<file path="src/rtl/alu_arbiter.sv">
// alu_arbiter: shares one combinational ALU between two requesters.
// Each operation runs IDLE -> EXEC -> RESP -> IDLE. Arbitration is
// round-robin by default; define ALU_ARB_FIXED_PRIO_EN to give
// requester 0 fixed priority on ties.
//
//  state | meaning
//  ------+--------------------------------------------------------
//  IDLE  | no operation in flight; winner gets ready, fields latched
//  EXEC  | operand registers drive the ALU; result captured at edge
//  RESP  | result held on rsp{grant}; leaves on that rsp_ready

module alu_arbiter (
   input  logic        i_clk,
   input  logic        i_rst,
   input  logic        i_req0_valid,
   output logic        o_req0_ready,
   input  logic        i_req0_funct7,
   input  logic [2:0]  i_req0_op,
   input  logic [31:0] i_req0_a,
   input  logic [31:0] i_req0_b,
   input  logic        i_req1_valid,
   output logic        o_req1_ready,
   input  logic        i_req1_funct7,
   input  logic [2:0]  i_req1_op,
   input  logic [31:0] i_req1_a,
   input  logic [31:0] i_req1_b,
   output logic        o_rsp0_valid,
   input  logic        i_rsp0_ready,
   output logic [31:0] o_rsp0_data,
   output logic        o_rsp1_valid,
   input  logic        i_rsp1_ready,
   output logic [31:0] o_rsp1_data,
   output logic        o_alu_funct7,
   output logic [2:0]  o_alu_op,
   output logic [31:0] o_alu_a,
   output logic [31:0] o_alu_b,
   input  logic [31:0] i_alu_data,
   output logic        o_busy,
   output logic        o_grant_id
);

   typedef enum logic [1:0] {
      IDLE = 2'd0,
      EXEC = 2'd1,
      RESP = 2'd2
   } state_t;

   state_t      state_q, state_d;
   logic        grant_q;
   logic        funct7_q;
   logic [2:0]  op_q;
   logic [31:0] a_q, b_q;
   logic [31:0] result_q;
   logic        winner;
   logic        accept;

`ifdef ALU_ARB_FIXED_PRIO_EN
   // Tie goes to requester 0; a lone valid always wins.
   always_comb begin
      winner = i_req1_valid & ~i_req0_valid;
   end
`else
   logic prio_q;

   // Tie goes to the priority pointer; a lone valid always wins.
   always_comb begin
      if (i_req0_valid && i_req1_valid) winner = prio_q;
      else                              winner = i_req1_valid;
   end

   // Pointer moves past the requester just granted.
   always_ff @(posedge i_clk or posedge i_rst) begin
      if (i_rst)       prio_q <= 1'b0;
      else if (accept) prio_q <= ~winner;
   end
`endif

   // State register.
   always_ff @(posedge i_clk or posedge i_rst) begin
      if (i_rst) state_q <= IDLE;
      else       state_q <= state_d;
   end

   // Next state and request handshake; ready is masked during reset so
   // that every output reads 0 while i_rst is high.
   always_comb begin
      state_d      = state_q;
      accept       = 1'b0;
      o_req0_ready = 1'b0;
      o_req1_ready = 1'b0;
      case (state_q)
         IDLE: begin
            if ((i_req0_valid || i_req1_valid) && !i_rst) begin
               accept       = 1'b1;
               o_req0_ready = ~winner;
               o_req1_ready = winner;
               state_d      = EXEC;
            end
         end
         EXEC: state_d = RESP;
         RESP: begin
            if (grant_q ? i_rsp1_ready : i_rsp0_ready) state_d = IDLE;
         end
         default: state_d = IDLE;
      endcase
   end

   // Operand latch on accept, result capture at the end of EXEC.
   always_ff @(posedge i_clk or posedge i_rst) begin
      if (i_rst) begin
         grant_q  <= 1'b0;
         funct7_q <= 1'b0;
         op_q     <= 3'd0;
         a_q      <= 32'd0;
         b_q      <= 32'd0;
         result_q <= 32'd0;
      end else if (accept) begin
         grant_q  <= winner;
         funct7_q <= winner ? i_req1_funct7 : i_req0_funct7;
         op_q     <= winner ? i_req1_op     : i_req0_op;
         a_q      <= winner ? i_req1_a      : i_req0_a;
         b_q      <= winner ? i_req1_b      : i_req0_b;
      end else if (state_q == EXEC) begin
         result_q <= i_alu_data;
      end
   end

   // Registered outputs; response valid is qualified by the grant.
   always_comb begin
      o_alu_funct7 = funct7_q;
      o_alu_op     = op_q;
      o_alu_a      = a_q;
      o_alu_b      = b_q;
      o_busy       = (state_q != IDLE);
      o_grant_id   = grant_q;
      o_rsp0_valid = (state_q == RESP) && !grant_q;
      o_rsp1_valid = (state_q == RESP) && grant_q;
      o_rsp0_data  = result_q;
      o_rsp1_data  = result_q;
   end

endmodule

</file>
<file path="config.mk">
export PLATFORM = sky130hd
export DESIGN_NAME = alu_arbiter
export DESIGN_NICKNAME = d
export VERILOG_FILES = /design/src/rtl/alu_arbiter.sv
export SDC_FILE = /design/constraint.sdc
export NUM_CORES = 1
export LEC_CHECK = 0
export CAP_MARGIN = 20
export CORE_AREA = 3 3 121 123
export DETAILED_ROUTE_END_ITERATION = 8
export DIE_AREA = 0 0 124 126
export PLACE_DENSITY = 0.79
export RECOVER_POWER = 50
export SETUP_SLACK_MARGIN = 0.02
export SYNTH_ARGS = -nofsm -noshare
export SYNTH_HDL_FRONTEND = slang
export SYNTH_SLANG_ARGS = --single-unit
</file>
<file path="constraint.sdc">
create_clock -name i_clk -period 6.32 [get_ports i_clk]
set_input_delay 1.896 -clock i_clk [delete_from_list [all_inputs] [get_ports i_clk]]
set_output_delay 1.896 -clock i_clk [all_outputs]
set_load 0.02 [all_outputs]
</file>
# ---- After elaboration in Yosys (flattened, before gate mapping)
# Cells that the tools add are included.
dict set report op_classes {
  n_lt_le_gt_ge 0
  n_mux 15
  multipliers 0
  n_eq_ne 4
  reduce_logical 11
  bitwise_logic 2
  div 0
  addsub 0
  n_shift 0
}
# operator count
set op_table {}
lappend op_table {{$mux W32} 2}
lappend op_table {{$mux W1} 9}
lappend op_table {{$pmux W2 S3} 1}
lappend op_table {{$logic_and A1 B1 Y1} 4}
lappend op_table {{$mux W2} 2}
lappend op_table {{$ne A2 B2 Y1 const B} 2}
lappend op_table {{$reduce_and A2 Y1} 2}
lappend op_table {{$mux W3} 1}
lappend op_table {{$eq A2 B1 Y1 const B} 1}
lappend op_table {{$eq A2 B2 Y1 const B} 1}
lappend op_table {{$logic_not A1 Y1} 2}
lappend op_table {{$logic_not A2 Y1} 1}
lappend op_table {{$not A1 Y1} 2}
lappend op_table {{$reduce_bool A2 Y1} 1}
lappend op_table {{$logic_or A1 B1 Y1} 1}
dict set report totals {
  memories 0
  output_inout_bits 138
  elab_cells 40
  regBits 104
  rom_bits 0
  mem_bits_rw 0
  in_bits 174
  latchBits 0
}

# ---- Longest topological paths before layout
dict set report logic_depth {
  ltp_word 6
  mapped_depth 6
  depth_no_buf 3
}

# ---- Worst setup path before layout
# Ideal clock, no wire load.
dict set report synth_timing {
  path_kind {input -> output}
  startpoint {input port i_rst}
  endpoint {output port o_req1_ready}
  t_arrival_ns 2.964
  t_required_ns 4.424
  setup_slack_ns 1.460
  cell_stages 5
  n_path_buf 3
  path_cell_list {or3_1 buf_2 buf_6 buf_6 nor3b_2}
}
dict set report synth_via {
  elab_chain_len 4
}
# element line_no
set synth_lines {}
lappend synth_lines {{from (decl)} 14} ;# input logic i_rst,
lappend synth_lines {{$logic_not A1 Y1 (no line)} --}
lappend synth_lines {{$logic_and A1 B1 Y1} 93} ;# if ((i_req0_valid || i_req1_valid) && !i_rst) begin
lappend synth_lines {{$mux W1} 93}
lappend synth_lines {{$mux W1} 91} ;# case (state_q)
lappend synth_lines {{to (decl)} 22} ;# output logic o_req1_ready,
# No other way between the ends.

# ---- Final worst setup path
# Ends and elaborated chain as after synthesis.

==> impl_metrics.ini <==
[drt]
wirelength_um = 15900
drt_iter0_drc = 221
drc = 0
vias_per_cell = 5.12
ant_nets = 0
vias = 4476
wire_per_inst_um = 18.1
drt_pass1_iterations = 4

[placement]
place_inst = 858
portBuffers = 311
hpwl_um = 11600
post_dp_cell_area_um2 = 7810
gp_congestion = 0.787

[timing]
whs_ns = 0.506
fin_skew_ns = 0.0114
max_freq_ghz = 0.177
fin_crit_sh = 0.896
drv_slew = 101
setup_viol = 0
totalNegativeSetupSlack_ns = 0
rsz0062_at_grt = false
slew_headroom = -1.21
min_period_ns = 5.66
final-hold-violation-count = 0
worstMarginPinSlew_ns = 3.27

[logic_synthesis]
synth_area_leaders = dfrtp_1 54%, a221o_1 14%, mux2_2 7.7%
ys_ff_latch = 104
syn_area_um2 = 4830
syn_avg_cell_area_um2 = 11.1
ys_seq_area_frac = 0.539
synth.most_common_cell = dfrtp_1
synth_top_flop_cell = dfrtp_1
synth_largest_area_cell = dfrtp_1
yosys.cell_types.count = 22
synth_common_cells = 104 x dfrtp_1, 69 x nand2_1, 68 x a221o_1
synthesis.nets = 609
synth_top_area_frac = 0.539
ys_warn_count = 0
synth-async-reset-ratio = 1.00
synth_edf_count = 0
netlist_instances = 435

[clock_tree]
cts.htree.levels = 3
cts_tree = built
holdBufCountCts = 0
cts_resized = 0
clk_pin_slew_ns = 0.08
clkLatencyLatePin_ns = 0.34
numCtsBuffers = 9
cts.sinks = 104
clk_path_buf_depth = 2
cts_setup_buffers = 0
root_buffer = clkbuf_16

[global_routing]
grt_pass1_vias = 4517
grt_antenna_before_repair = 2
grt_max_degree = 74
grt-ovfl-total = 0
gr-usage-all-layers = 0.196
grt_pass1_wl_um = 24100

[finish]
finalNetCount = 863
instances_no_fill = 874
diodes = 0
fill_cells = 1168
design_area_um2 = 8130
syn_to_final_growth_pct = 68.2
drive_above_1_share = 0.105

[floorplan]
io_pins = 312
fp.dieH_um = 126
core-area_um2 = 13800
fp.dieW_um = 124
initial_utilization = 0.351
dieArea_um2 = 15600
rows = 43

[hold_path]
min_path_type = register to register

[setup_path]
crit_arrival_ns = 3.77
cp_slowest_cell = clkdlybuf4s50_1
reg2reg_slack_ns = 3.21
cp_max_fo = 3
cpPeakStageDelay_ns = 0.64
crit_type = input port to output port
required_ns = 4.42
crit_path_cell_trace = dlygate4sd3_1 > or3_2 > nor3b_2 > clkdlybuf4s50_1
path_buf_inv = 2
end_kind = output port
cp-start-kind = input port
critPathTopFamily = buffers and inverters

[run_status]
violations = max-capacitance violations, max-slew violations
status = finished, violations left

[power]
p_leak_nw = 3.36
peakVddDrop_uv = 228
p_total_mw = 3.93
power.density_nw_per_um2 = 483

[flow_run]
maxCapViolCount = 2
[report_power, final]
group,internal (mW),switching [mW]
sequential,0.988,0.215
clock,0.351,0.253
combinational,1.05,1.07
total,2.39,1.53
[placed cells by master (no fill, tap or decap)]
| master | synthesis | routed |
|---|---|---|
| clkinv_4 | 0 | 1 |
| nor3_2 | 9 | 9 |
| nor2_1 | 2 | 2 |
| dlygate4sd3_1 | 0 | 101 |
| bufinv_16 | 0 | 2 |
| buf_4 | 32 | 7 |
| inv_6 | 0 | 2 |
| and3_2 | 0 | 1 |
| o21ai_0 | 0 | 1 |
| mux2_2 | 33 | 33 |
| dfrtp_1 | 104 | 104 |
| clkinvlp_2 | 0 | 1 |
| nor3_1 | 60 | 60 |
| clkinvlp_4 | 0 | 2 |
| nor3b_2 | 1 | 1 |
| o21bai_1 | 1 | 1 |
| nor2b_2 | 0 | 1 |
| or2_2 | 1 | 1 |
| inv_1 | 4 | 3 |
| clkbuf_16 | 0 | 9 |
| nand2_1 | 69 | 69 |
| nor2b_4 | 0 | 1 |
| a21oi_1 | 2 | 2 |
| or3_2 | 0 | 1 |
| buf_2 | 12 | 1 |
| a221o_1 | 68 | 68 |
| nand2b_1 | 1 | 1 |
| clkdlybuf4s50_1 | 0 | 209 |
[area by class of cell]
cell class	instances	area, um^2	share of cell area
Sequential cell	104	2600	0.320
Clock buffer	9	225	0.0277
Clock inverter	7	101	0.0125
Tap cell	180	225	0.0277
Timing Repair Buffer	318	3160	0.389
Inverter	4	16.3	0.00200
Multi-Input combinational cell	252	1790	0.221
[routing by layer]
layer / track usage / share of wire / wire length, um
met5: 0 / 0.0017 / 27
met4: 0.0567 / 0.017 / 276
met3: 0.0660 / 0.093 / 1470
met2: 0.338 / 0.51 / 8020
met1: 0.230 / 0.38 / 6060
[worst register-to-register path: cells and delay by family, from the launching register on]
family | cells | cell delay, ns
AO/OA/AOI/OAI | 2 | 1.56
buffers and inverters | 1 | 0.71
flip-flops | 1 | 0.46
AND/OR/NAND/NOR | 1 | 0.27
[metrics by stage]
step                setup WS, ns   util
finish                     0.658  0.590
global route               0.350  0.590
CTS                        0.747  0.591
detailed placement         0.753  0.567
global placement           0.765  0.567
floorplan                   1.46      -
[flip-flops by register name (all words and copies together) (netlist names)]
name and cells:
o_alu_b 32, prio_q 1, o_alu_op 3, state_q 2, o_alu_a 32, o_grant_id 1
o_rsp0_data 32, o_alu_funct7 1
[final timing paths]
path / start / end / cells past startpoint
max: i_rst / o_req1_ready / 4
min: o_alu_a[18] / o_alu_a[18] / 1
max reg2reg: state_q[1] / o_alu_b[13] / 4
min reg2reg: o_alu_a[18] / o_alu_a[18] / 1
max in group asynchronous: i_rst / o_rsp0_data[11] / 3
min in group asynchronous: i_rst / o_alu_a[30] / 2
[cells by family (layout without fill, tap and decap cells)]
kind of cell / after synthesis / in the layout / synth area share
buf+inv: 79 / 338 / 0.0925
flops: 104 / 104 / 0.539
mux: 33 / 33 / 0.0769
simple gates: 147 / 147 / 0.146
compound gates: 72 / 72 / 0.146
Power figures use the tool's default switching activity.
